File: config.mk
export PLATFORM = sky130hd
export DESIGN_NAME = uart_receiver_flat
export DESIGN_NICKNAME = d
export VERILOG_FILES = /design/src/rtl/uart_receiver_if.sv /design/src/rtl/uart_receiver.sv /design/src/flat_wrapper.sv
export SDC_FILE = /design/constraint.sdc
export NUM_CORES = 1
export LEC_CHECK = 0
export ABC_AREA = 0
export BUFFER_PORTS_ARGS = -buffer_cell sky130_fd_sc_hd__buf_2
export CORE_MARGIN = 4
export CORE_UTILIZATION = 49
export DETAILED_ROUTE_END_ITERATION = 7
export MAX_ROUTING_LAYER = met4
export PLACE_DENSITY = 0.78
export SLEW_MARGIN = 20
export SYNTH_ARGS = -nofsm -noshare
export SYNTH_HDL_FRONTEND = slang
export SYNTH_SLANG_ARGS = --single-unit
File: constraint.sdc
create_clock -name clk1 -period 1.6 [get_ports clk1]
set_input_delay 0.16 -clock clk1 [delete_from_list [all_inputs] [get_ports clk1]]
set_output_delay 0.16 -clock clk1 [all_outputs]
set_load 0.1 [all_outputs]
File: src/rtl/uart_receiver_if.sv
// Bundles the UART receiver's serial input, parity selection and received-word outputs.
// The bench or a bus adapter takes the master side; the receiver takes the slave side.
interface uart_receiver_if #(
    parameter int Data_length = 8
);
    logic                   serialdata_in;
    logic                   parity_type;
    logic [Data_length-1:0] dataout;
    logic                   rx_done;
    logic                   parity_err;
    logic                   frame_err;
    logic                   rx_busy;

    modport master (
        output serialdata_in, parity_type,
        input  dataout, rx_done, parity_err, frame_err, rx_busy
    );

    modport slave (
        input  serialdata_in, parity_type,
        output dataout, rx_done, parity_err, frame_err, rx_busy
    );
endinterface

File: src/rtl/uart_receiver.sv
// Oversampling UART receiver: start bit, Data_length data bits (LSB first), optional parity, one stop bit.
// Each completed frame gives a one-cycle rx_done together with parity and framing flags.
module uart_receiver #(
    parameter int Data_length  = 8,
    parameter bit parity_en    = 1'b0,
    parameter int clks_per_bit = 20
) (
    input  logic           clk1,
    input  logic           rst,
    uart_receiver_if.slave bus
);
    localparam int HALF = clks_per_bit / 2;
    localparam int CW   = $clog2(clks_per_bit);

    typedef enum logic [2:0] {IDLE, START, DATA, PARITY, STOP} state_t;

    state_t                 state, state_nxt;
    logic                   sync1, rx_s, rx_prev;
    logic [CW-1:0]          cnt;
    logic [3:0]             bitcnt;
    logic [Data_length-1:0] shreg;
    logic                   par_bit;
    logic                   fall, half_end, cnt_end, last_bit;

    assign fall     = ~rx_s & rx_prev;
    assign half_end = (cnt == CW'(HALF - 1));
    assign cnt_end  = (cnt == CW'(clks_per_bit - 1));
    assign last_bit = (bitcnt == 4'(Data_length - 1));
    assign bus.rx_busy = (state != IDLE);

    always_ff @(posedge clk1 or negedge rst) begin
        if (!rst) state <= IDLE;
        else      state <= state_nxt;
    end

    always_comb begin
        state_nxt = state;
        case (state)
            IDLE:    if (fall)     state_nxt = START;
            START:   if (half_end) state_nxt = rx_s ? IDLE : DATA;
            DATA:    if (cnt_end && last_bit) state_nxt = parity_en ? PARITY : STOP;
            PARITY:  if (cnt_end)  state_nxt = STOP;
            STOP:    if (cnt_end)  state_nxt = IDLE;
            default:               state_nxt = IDLE;
        endcase
    end

    // Synchroniser and edge history reset high so a line idling high never looks like a start edge.
    always_ff @(posedge clk1 or negedge rst) begin
        if (!rst) begin
            sync1   <= 1'b1;
            rx_s    <= 1'b1;
            rx_prev <= 1'b1;
        end else begin
            sync1   <= bus.serialdata_in;
            rx_s    <= sync1;
            rx_prev <= rx_s;
        end
    end

    always_ff @(posedge clk1 or negedge rst) begin
        if (!rst) begin
            cnt            <= '0;
            bitcnt         <= '0;
            shreg          <= '0;
            par_bit        <= 1'b0;
            bus.dataout    <= '0;
            bus.rx_done    <= 1'b0;
            bus.parity_err <= 1'b0;
            bus.frame_err  <= 1'b0;
        end else begin
            bus.rx_done <= 1'b0;
            case (state)
                IDLE: cnt <= '0;
                START: begin
                    cnt <= half_end ? '0 : cnt + 1'b1;
                    if (half_end) bitcnt <= '0;
                end
                DATA: begin
                    cnt <= cnt_end ? '0 : cnt + 1'b1;
                    if (cnt_end) begin
                        for (int i = 0; i < Data_length; i++)
                            if (bitcnt == 4'(i)) shreg[i] <= rx_s;
                        bitcnt <= bitcnt + 1'b1;
                    end
                end
                PARITY: begin
                    cnt <= cnt_end ? '0 : cnt + 1'b1;
                    if (cnt_end) par_bit <= rx_s;
                end
                STOP: begin
                    cnt <= cnt_end ? '0 : cnt + 1'b1;
                    // Leaving STOP mid stop bit lets a start edge right after it be caught.
                    if (cnt_end) begin
                        bus.dataout    <= shreg;
                        bus.frame_err  <= ~rx_s;
                        bus.parity_err <= parity_en & (par_bit != (^shreg ^ bus.parity_type));
                        bus.rx_done    <= 1'b1;
                    end
                end
                default: cnt <= '0;
            endcase
        end
    end
endmodule

File: src/flat_wrapper.sv
// flat-port wrapper written by rule: the top's interface ports become plain ports
module uart_receiver_flat 
#(
    parameter int Data_length  = 8,
    parameter bit parity_en    = 1'b0,
    parameter int clks_per_bit = 20
)
  (clk1, rst, bus_serialdata_in, bus_parity_type, bus_dataout, bus_rx_done, bus_parity_err, bus_frame_err, bus_rx_busy);
  uart_receiver_if #(.Data_length(Data_length)) bus_i ();
  input  logic clk1;
  input  logic rst;
  input wire logic [$bits(bus_i.serialdata_in)-1:0] bus_serialdata_in;
  input wire logic [$bits(bus_i.parity_type)-1:0] bus_parity_type;
  output wire logic [$bits(bus_i.dataout)-1:0] bus_dataout;
  output wire logic [$bits(bus_i.rx_done)-1:0] bus_rx_done;
  output wire logic [$bits(bus_i.parity_err)-1:0] bus_parity_err;
  output wire logic [$bits(bus_i.frame_err)-1:0] bus_frame_err;
  output wire logic [$bits(bus_i.rx_busy)-1:0] bus_rx_busy;
  assign bus_i.serialdata_in = bus_serialdata_in;
  assign bus_i.parity_type = bus_parity_type;
  assign bus_dataout = bus_i.dataout;
  assign bus_rx_done = bus_i.rx_done;
  assign bus_parity_err = bus_i.parity_err;
  assign bus_frame_err = bus_i.frame_err;
  assign bus_rx_busy = bus_i.rx_busy;
  uart_receiver #(.Data_length(Data_length), .parity_en(parity_en), .clks_per_bit(clks_per_bit)) u_core (.clk1(clk1), .rst(rst), .bus(bus_i));
endmodule
==> run metrics, run 1 <==
status finished clean; H-tree depth 2; Max VDD drop 0.708 mV; worst relative slew slack 53.0%; GRT Overall Usage 17.0%; DRT Pass-1 Iters 4; Fill cells 255; first-pass GRT wire length 5190 um; Internal 0.00141 W; Worst Skew 14.0 ps; CP Max Fanout 11; switch share 34.6%; DRC viols 0; initial antenna violation count 0; Post-Place Setup Slack -52.9 ps; Crit path largest cell delay 380 ps; Mapped Cells 126; critical path's slowest cell dfrtp_1; most common cell after layout, fill and taps aside dfrtp_1; share of layout cells above drive strength 1 35.4%; Reg2Reg Launch Point u_core.cnt[1]; Routed WL 3170 um; Leakage Power 0.934 nW; part of the Yosys area used for sequential elements 52.5%; die width 64.8 um; Clock Root Buffer clkbuf_4; worst hold slack 361 ps; synth unique cells 38; largest net degree at the start of global routing 34; DR WL/cell 15.7 um; max_cap viols 0; Placer Congestion 0.789; Crit path arrival time 1810 ps; vias in the first global route 1089; Peak Freq 0.630 GHz; num rows 20; Mapped Avg Cell Area 12.6 um^2; highest-count cells in the layout ignoring fill and taps dfrtp_1 (28), buf_4 (13), buf_2 (12); sequential power share 47.1%; Worst-path clk slew 90 ps; syn nets 136; Crit. End Element register; CP Class register to register; cell area after synthesis 1580 um^2; Die H 64.8 um; initial DRC count 48; R2R Path End u_core.shreg[3]; reg2reg path depth 5; Initial Utilization 51.4%; Num CTS Buffers 5; actual transition at the worst max-transition pin 704 ps; PortBufs 13; Fin. Hold Viols 0; Reg2Reg Setup Slack 10 ps; Setup Viol. Count Final 0; pwr/cell area 1130 nW/um^2; Crit path buffers/inverters 1; post-synth top area share 47.5%; worst skew pair latency 340 ps; Hold/Removal Path Class register to register; average vias per placed instance 5.43; Via Count 1096; CP Cell Sequence ha_2, and4bb_4, buf_12, nand4_1, mux2_4; final cycle utilization of the critical path 99.2%; diode count 0; antenna-violating nets left 0; Clock Tree Buf Depth 2; top cell type by total area after synthesis dfrtp_1; Hold Crit Depth 0; grt ovf 0; Final Net Count 167; clk sinks 33; #FFs+latches synth 33; CP delay by family, top simple AND/OR/NAND/NOR gates; worst hold start u_core.sync1; largest cells by area after synthesis dfrtp_1 (47%), mux2_1 (11%), dfstp_2 (5.0%), ha_1 (4.7%), nand4_1 (3.6%); Hold EP u_core.rx_s; Core Footprint 3080 um^2; Worst Path Required 1820 ps; Startpoint Class register; IO Pins 16; Sw Pwr 0.000747 W; Layout area overhead 20.7%; Comb power frac 32.5%; detailed placement HPWL 2060 um; CTS tree yes; Slew Viols, Final 0; RSZ-0062 raised after global routing true; setup ws final 12.2 ps; Final min period 1590 ps; Die Footprint 4200 um^2; Clk network pwr share 20.3%; Yosys warning count 0
## routing by layer
layer | vias up | routed length (um) | GRT usage [%]
met5 | - | 0 | -
met4 | 0 | 79 | 7.39
li1 | 512 | - | -
met2 | 26 | 1710 | 27.5
met1 | 549 | 1220 | 18.8
met3 | 9 | 155 | 6.24
## metrics by stage
stage	cell area (um^2)	TNS [ps]	instances	util, %	power [W]
after floorplan	1580	0	126	-	0.00147
after CTS	1820	-3.73	196	59.1	0.00212
final	1910	0	202	62.0	0.00216
after detailed placement	1720	-463	185	56.0	0.00164
after global placement	1720	0	185	56.0	0.00159
after global routing	1910	-154	202	62.0	0.00231
## cells by family (layout without fill, tap and decap cells)
group | Yosys count | after routing | synth area share, %
adder cells (fa/ha/maj) | 6 | 6 | 4.75
other | 1 | 1 | 0.237
AO/OA/AOI/OAI | 15 | 15 | 6.17
multiplexers | 18 | 18 | 12.7
buffers and inverters | 14 | 46 | 5.38
XOR/XNOR | 3 | 3 | 1.66
AND/OR/NAND/NOR | 36 | 36 | 16.7
flip-flops | 33 | 33 | 52.5
## worst register-to-register path, cell delays in order, from the launching register on
cell	delay [ps]
dfrtp_1	380
ha_2	210
and4bb_4	290
buf_12	140
nand4_1	130
mux2_4	320
## flip-flops by register name, indices dropped and copies added, names as in the netlist
signal,count
u_core.state,3
u_core.bus.dataout,8
u_core.bus.rx_done,1
u_core.bitcnt,4
u_core.cnt,5
u_core.rx_prev,1
u_core.rx_s,1
u_core.sync1,1
u_core.shreg,8
u_core.bus.frame_err,1
## final cells by class
cell class                 instances  area [um^2]  area share (%)
sequential                        33          832            43.6
multi-input combinational         79          706            37.0
timing repair buffer              31          240            12.6
tap                               44         55.1            2.88
clock buffer                       7         45.0            2.36
inverter                           7         26.3            1.38
clock inverter                     1         5.00           0.262
## power by group through the flow
stage,registers (W),logic [W],clock network [W]
floorplan,0.000980,0.000487,0
global placement,0.00101,0.000583,0
detailed placement,0.00102,0.000616,0
CTS,0.00101,0.000658,0.000452
global route,0.00103,0.000766,0.000510
finish,0.00102,0.000703,0.000439
## synthesized netlist by cell type
master     instances
a21oi_1            5
a22oi_1            1
and3b_1            1
and4bb_1           1
buf_2              2
buf_4              3
buf_6              1
buf_8              1
conb_1             1
dfrtp_1           30
dfstp_2            3
ha_1               6
inv_1              6
inv_2              1
mux2_1            15
mux2_2             1
mux2i_1            2
nand2_1            2
nand2b_1           1
nand3_1            8
nand3_4            1
nand3b_1           1
nand4_1            9
nand4bb_1          2
nor2_1             1
nor2_2             1
nor2b_1            1
nor3b_1            2
nor4b_4            1
o211ai_1           2
o21ai_1            4
o221ai_1           1
o22ai_2            1
o2bb2ai_1          1
or3_1              2
or3b_1             2
xnor2_1            1
xor2_1             2
## what timing repair did
| item | CTS | global route |
|---|---|---|
| resized for setup | 7 | 12 |
| endpoints found under the setup margin | 16 | 23 |
| pin swaps | 0 | 2 |
| buffers inserted | 1 | 6 |
| hold buffers | 2 | 0 |
| endpoints found under the hold margin | 31 | 0 |
## how the worst max path moves through the flow
stage / slack, ps / cells after the start / startpoint / end
2_1_floorplan: 0.4 / 6 / u_core.cnt[0] / u_core.shreg[2]
3_3_place_gp: 40 / 5 / u_core.cnt[1] / u_core.shreg[1]
3_5_place_dp: -50 / 5 / u_core.cnt[1] / u_core.shreg[3]
4_1_cts: -4 / 3 / u_core.state[2] / bus_rx_busy
5_1_grt: -50 / 5 / u_core.cnt[1] / u_core.shreg[3]
6_report: 10 / 5 / u_core.cnt[1] / u_core.shreg[3]
Power figures use the tool's default switching activity.
==> inputs of run 2 (changes only) <==
Settings changed: CORE_ASPECT_RATIO set to 0.8, CTS_BUF_LIST set to sky130_fd_sc_hd__clkbuf_16.
==> run 2 against run 1 <==
- count of clock-buffer cells in the layout shrank 2
- clock power increased by 100%
- utilization increased by 0.90 points
- first-iteration DRC count grew 15%
- critical path type is now register to output pin
==> run metrics, run 2 (synthesis results as in run 1) <==
status finished clean; worst relative slew slack 53.9%; PortBufs 13; Num CTS Buffers 5; Startpoint Class register; Core Footprint 3090 um^2; GRT Overall Usage 16.7%; first-pass GRT wire length 5170 um; DRC viols 0; Hold/Removal Path Class register to register; Peak Freq 0.636 GHz; Final min period 1570 ps; RSZ-0062 raised after global routing true; pwr/cell area 1360 nW/um^2; share of layout cells above drive strength 1 30.5%; Setup Viol. Count Final 0; Layout area overhead 22.8%; CP Max Fanout 10; CP Class register to output pin; initial DRC count 55; average vias per placed instance 5.61; initial antenna violation count 0; Fin. Hold Viols 0; Worst Skew 10.2 ps; Post-Place Setup Slack -33.0 ps; fin area 1940 um^2; Largest regs u_core.bus.dataout (8), u_core.shreg (8), u_core.cnt (5); Routed WL 3000 um; antenna-violating nets left 0; Clock Root Buffer clkbuf_16; num rows 18; Max VDD drop 0.893 mV; final cycle utilization of the critical path 98.2%; Global Route met1 Usage 20.7%; largest net degree at the start of global routing 34; Worst-path clk slew 60 ps; Die H 58.8 um; Most Used Layer, Global Route met2; Crit. Startpoint u_core.state[0]; Placer Congestion 0.944; most common cell after layout, fill and taps aside dfrtp_1; worst hold start u_core.sync1; Leakage Power 0.942 nW; setup ws final 28.2 ps; Initial Utilization 51.3%; Slew Viols, Final 0; met3 GRT Util 6.83%; CTS tree yes; detailed placement HPWL 2030 um; highest-count cells in the layout ignoring fill and taps dfrtp_1 (29), mux2_1 (13), buf_2 (12); worst skew pair latency 280 ps; diode count 0; DRT Pass-1 Iters 4; H-tree depth 2; actual transition at the worst max-transition pin 691 ps; clk sinks 33; vias in the first global route 1097; IO Pins 16; max_cap viols 0; DR WL/cell 15.5 um; Clock Tree Buf Depth 2; Crit path arrival time 1410 ps; Power Total 0.00265 W; Die Footprint 4210 um^2; met2 Resource Use GR 24.7%; Crit. End Element output pin; Worst Path Required 1440 ps; dpl cell area 1730 um^2; die width 71.5 um; Via Count 1088; grt ovf 0; Reg2Reg Launch Point u_core.cnt[0]; Final Net Count 163
run 2: cell count changes in the layout (fill, tap and decap cells not counted):
cell,change
mux2_4,-4
clkbuf_1,-2
clkbuf_4,-5
buf_6,-1
dfrtp_2,-1
dfrtp_1,+1
buf_4,-3
clkinv_1,+2
clkbuf_16,+5
mux2_1,+4
run 2: what timing repair did:
| action | CTS | global route |
|---|---|---|
| hold endpoints to repair | 31 | 0 |
| setup endpoints to repair | 16 | 9 |
| resized for setup | 7 | 6 |
| pin swaps | 0 | 1 |
| buffers inserted | 0 | 1 |
| hold buffers | 2 | 0 |
run 2: report_power, final:
group | internal, W | switching (W) | total, W
Combinational | 0.000359 | 0.000413 | 0.000772
Sequential | 0.000917 | 0.0000755 | 0.000993
Clock | 0.000560 | 0.000323 | 0.000884
Total | 0.00184 | 0.000812 | 0.00265
run 2: worst paths after layout:
path,to,slack (ps),depth (start not counted)
min in group asynchronous,u_core.bitcnt[0],490,2
max,bus_rx_busy,30,3
max in group asynchronous,u_core.state[1],630,2
min,u_core.rx_s,360,0
max reg2reg,u_core.shreg[6],40,5
min reg2reg,u_core.rx_s,360,0
run 2: critical path: stages, from the launching register on:
cell     delay, ps
dfrtp_1        380
buf_4          180
or3_4          400
buf_12         170
run 2: routing by layer:
metal	part of all wire, %	vias up
li1	-	508
met4	1.2	0
met2	49	38
met5	0	-
met3	5.5	5
met1	44	537
run 2: area by class of cell:
| class | count | area [um^2] |
|---|---|---|
| Fill cell | 216 | 1140 |
| Sequential cell | 33 | 831 |
| Multi-Input combinational cell | 79 | 691 |
| Timing Repair Buffer | 27 | 206 |
| Clock buffer | 5 | 125 |
| Tap cell | 40 | 50.0 |
| Inverter | 7 | 26.3 |
| Clock inverter | 3 | 12.5 |
run 2: metrics by stage:
| stage | instances | setup TNS, ps | hold WS (ps) | util [%] |
|---|---|---|---|---|
| after floorplan | 126 | 0 | -136 | - |
| after global placement | 183 | 0 | 228 | 56.2 |
| after detailed placement | 183 | -124 | 248 | 56.2 |
| after CTS | 193 | -12.9 | 360 | 62.0 |
| after global routing | 194 | -31.8 | 360 | 62.9 |
| final | 194 | 0 | 358 | 62.9 |
==> inputs of run 3 (changes only) <==
Settings changed: BUFFER_PORTS_ARGS -buffer_cell sky130_fd_sc_hd__buf_2 to -buffer_cell sky130_fd_sc_hd__buf_4.
==> run 3 against run 2 <==
- global-route usage grew 0.71 points
- largest power group unchanged
- count of clock-buffer cells in the layout is the same
- highest routed layer unchanged
- critical endpoint unchanged
- sequential power is essentially flat
- via count grew 1.7%
- critical path depth is the same
- clock power is essentially flat
- combinational power grew 0.8%
- routed wire length grew 9.2%
- setup slack gained 3.8 ps
- non-clock buffer count shrank 1
- utilization grew 1.1 points
==> run metrics, run 3 (synthesis results as in run 1) <==
status finished clean; DR WL/cell 16.9 um; Setup Viol. Count Final 0; max_cap viols 0; initial antenna violation count 0; Placed Instances 182; average vias per placed instance 5.71; Via Count 1107; die width 71.5 um; switch share 30.9%; vias in the first global route 1111; Crit. End Element output pin; Clock Root Buffer clkbuf_16; Placer Congestion 0.840; detailed placement HPWL 2070 um; dpl cell area 1750 um^2; Power Total 0.00267 W; Num CTS Buffers 5; Internal 0.00184 W; Worst Path Required 1440 ps; Fin. Hold Viols 0; share of layout cells above drive strength 1 31.8%; critical path's slowest cell or3_4; worst skew pair latency 280 ps; Max VDD drop 1.01 mV; Clock Tree Buf Depth 2; Largest regs u_core.bus.dataout (8), u_core.shreg (8), u_core.cnt (5); Worst Skew 2.29 ps; Startpoint Class register; sequential power share 37.6%; Worst-path clk slew 50 ps; initial DRC count 131; fin area 1980 um^2; Die H 58.8 um; Initial Utilization 51.3%; H-tree depth 2; PortBufs 13; DRT Pass-1 Iters 4; Clk network pwr share 33.2%; CTS tree yes; Final min period 1570 ps; Routed WL 3280 um; Fin Setup TNS 0 ps; grt ovf 0; Layout area overhead 25.0%; worst hold slack 359 ps; num rows 18; Reg area 831 um^2; RSZ-0062 raised after global routing true; largest net degree at the start of global routing 34; CP Cell Sequence buf_4, or3_4, buf_12; most common cell after layout, fill and taps aside dfrtp_1; Sw Pwr 0.000823 W; first-pass GRT wire length 5400 um; Core Footprint 3090 um^2; CP Class register to output pin; Post-Layout Cell Count 194; CP Max Fanout 10; Leakage Power 0.948 nW; Peak Freq 0.638 GHz; Fill cells 235; GRT Overall Usage 17.4%; Die Footprint 4210 um^2; IO Pins 16; Comb power frac 29.2%; antenna-violating nets left 0; highest-count cells in the layout ignoring fill and taps dfrtp_1 (29), buf_4 (21), mux2_1 (10); clk sinks 33; Final Net Count 163; Hold/Removal Path Class register to register; Reg2Reg Setup Slack 40 ps; final cycle utilization of the critical path 98.0%; Crit path arrival time 1410 ps; Slew Viols, Final 0; diode count 0; pwr/cell area 1350 nW/um^2; area used by multi-input combinational logic 712 um^2; Crit path largest cell delay 400 ps; DRC viols 0
[run 3: cell count changes in the layout (fill, tap and decap cells not counted), sizes merged]
cell and delta:
and4bb +1, buf -1
[run 3: power by group through the flow]
stage | clock network (W) | logic, W | registers [W]
after CTS | 0.000893 | 0.000731 | 0.000989
after global routing | 0.000944 | 0.000848 | 0.00101
after detailed placement | 0 | 0.000651 | 0.00101
final | 0.000887 | 0.000778 | 0.00100
after floorplan | 0 | 0.000487 | 0.000980
after global placement | 0 | 0.000622 | 0.000995
[run 3: worst paths after layout]
kind | start | end | cells past startpoint
setup / recovery | u_core.state[0] | bus_rx_busy | 3
min in group asynchronous | rst | u_core.bus.frame_err | 2
max in group asynchronous | rst | u_core.rx_s | 2
hold reg to reg | u_core.sync1 | u_core.rx_s | 0
setup reg to reg | u_core.state[0] | u_core.shreg[6] | 5
hold / removal | u_core.sync1 | u_core.rx_s | 0
[run 3: per-stage QoR]
stage / util (%) / worst slack, ps
3_3_place_gp: 56.6 / -79.8
2_1_floorplan: - / 0.447
5_1_grt: 64.1 / -43.4
6_report: 64.1 / 32.1
4_1_cts: 62.4 / 2.85
3_5_place_dp: 56.6 / -186
[run 3: critical path: cells and delay by family, from the launching register on]
family / cells / cell delay [ps]
AND/OR/NAND/NOR: 1 / 400
flip-flops: 1 / 390
buffers and inverters: 2 / 340
[run 3: timing repair]
action                                  CTS  global route
cloned                                    0             1
buffers inserted                          1             0
pin swaps                                 0             3
hold buffers                              2             0
hold endpoints to repair                 31             0
resized for setup                         5            10
endpoints found under the setup margin   19            21
[run 3: final cells by class]
type / count / share of cell area [%]
sequential: 33 / 42.0
multi-input combinational: 80 / 36.0
timing repair buffer: 26 / 11.1
clock buffer: 5 / 6.33
tap: 40 / 2.53
inverter: 7 / 1.33
clock inverter: 3 / 0.633
[run 3: layer usage]
| layer | GRT usage [%] | routed length [um] |
|---|---|---|
| met1 | 21.2 | 1410 |
| met2 | 28.1 | 1610 |
| met3 | 4.78 | 190 |
| met4 | 6.17 | 68 |
| met5 | - | 0 |
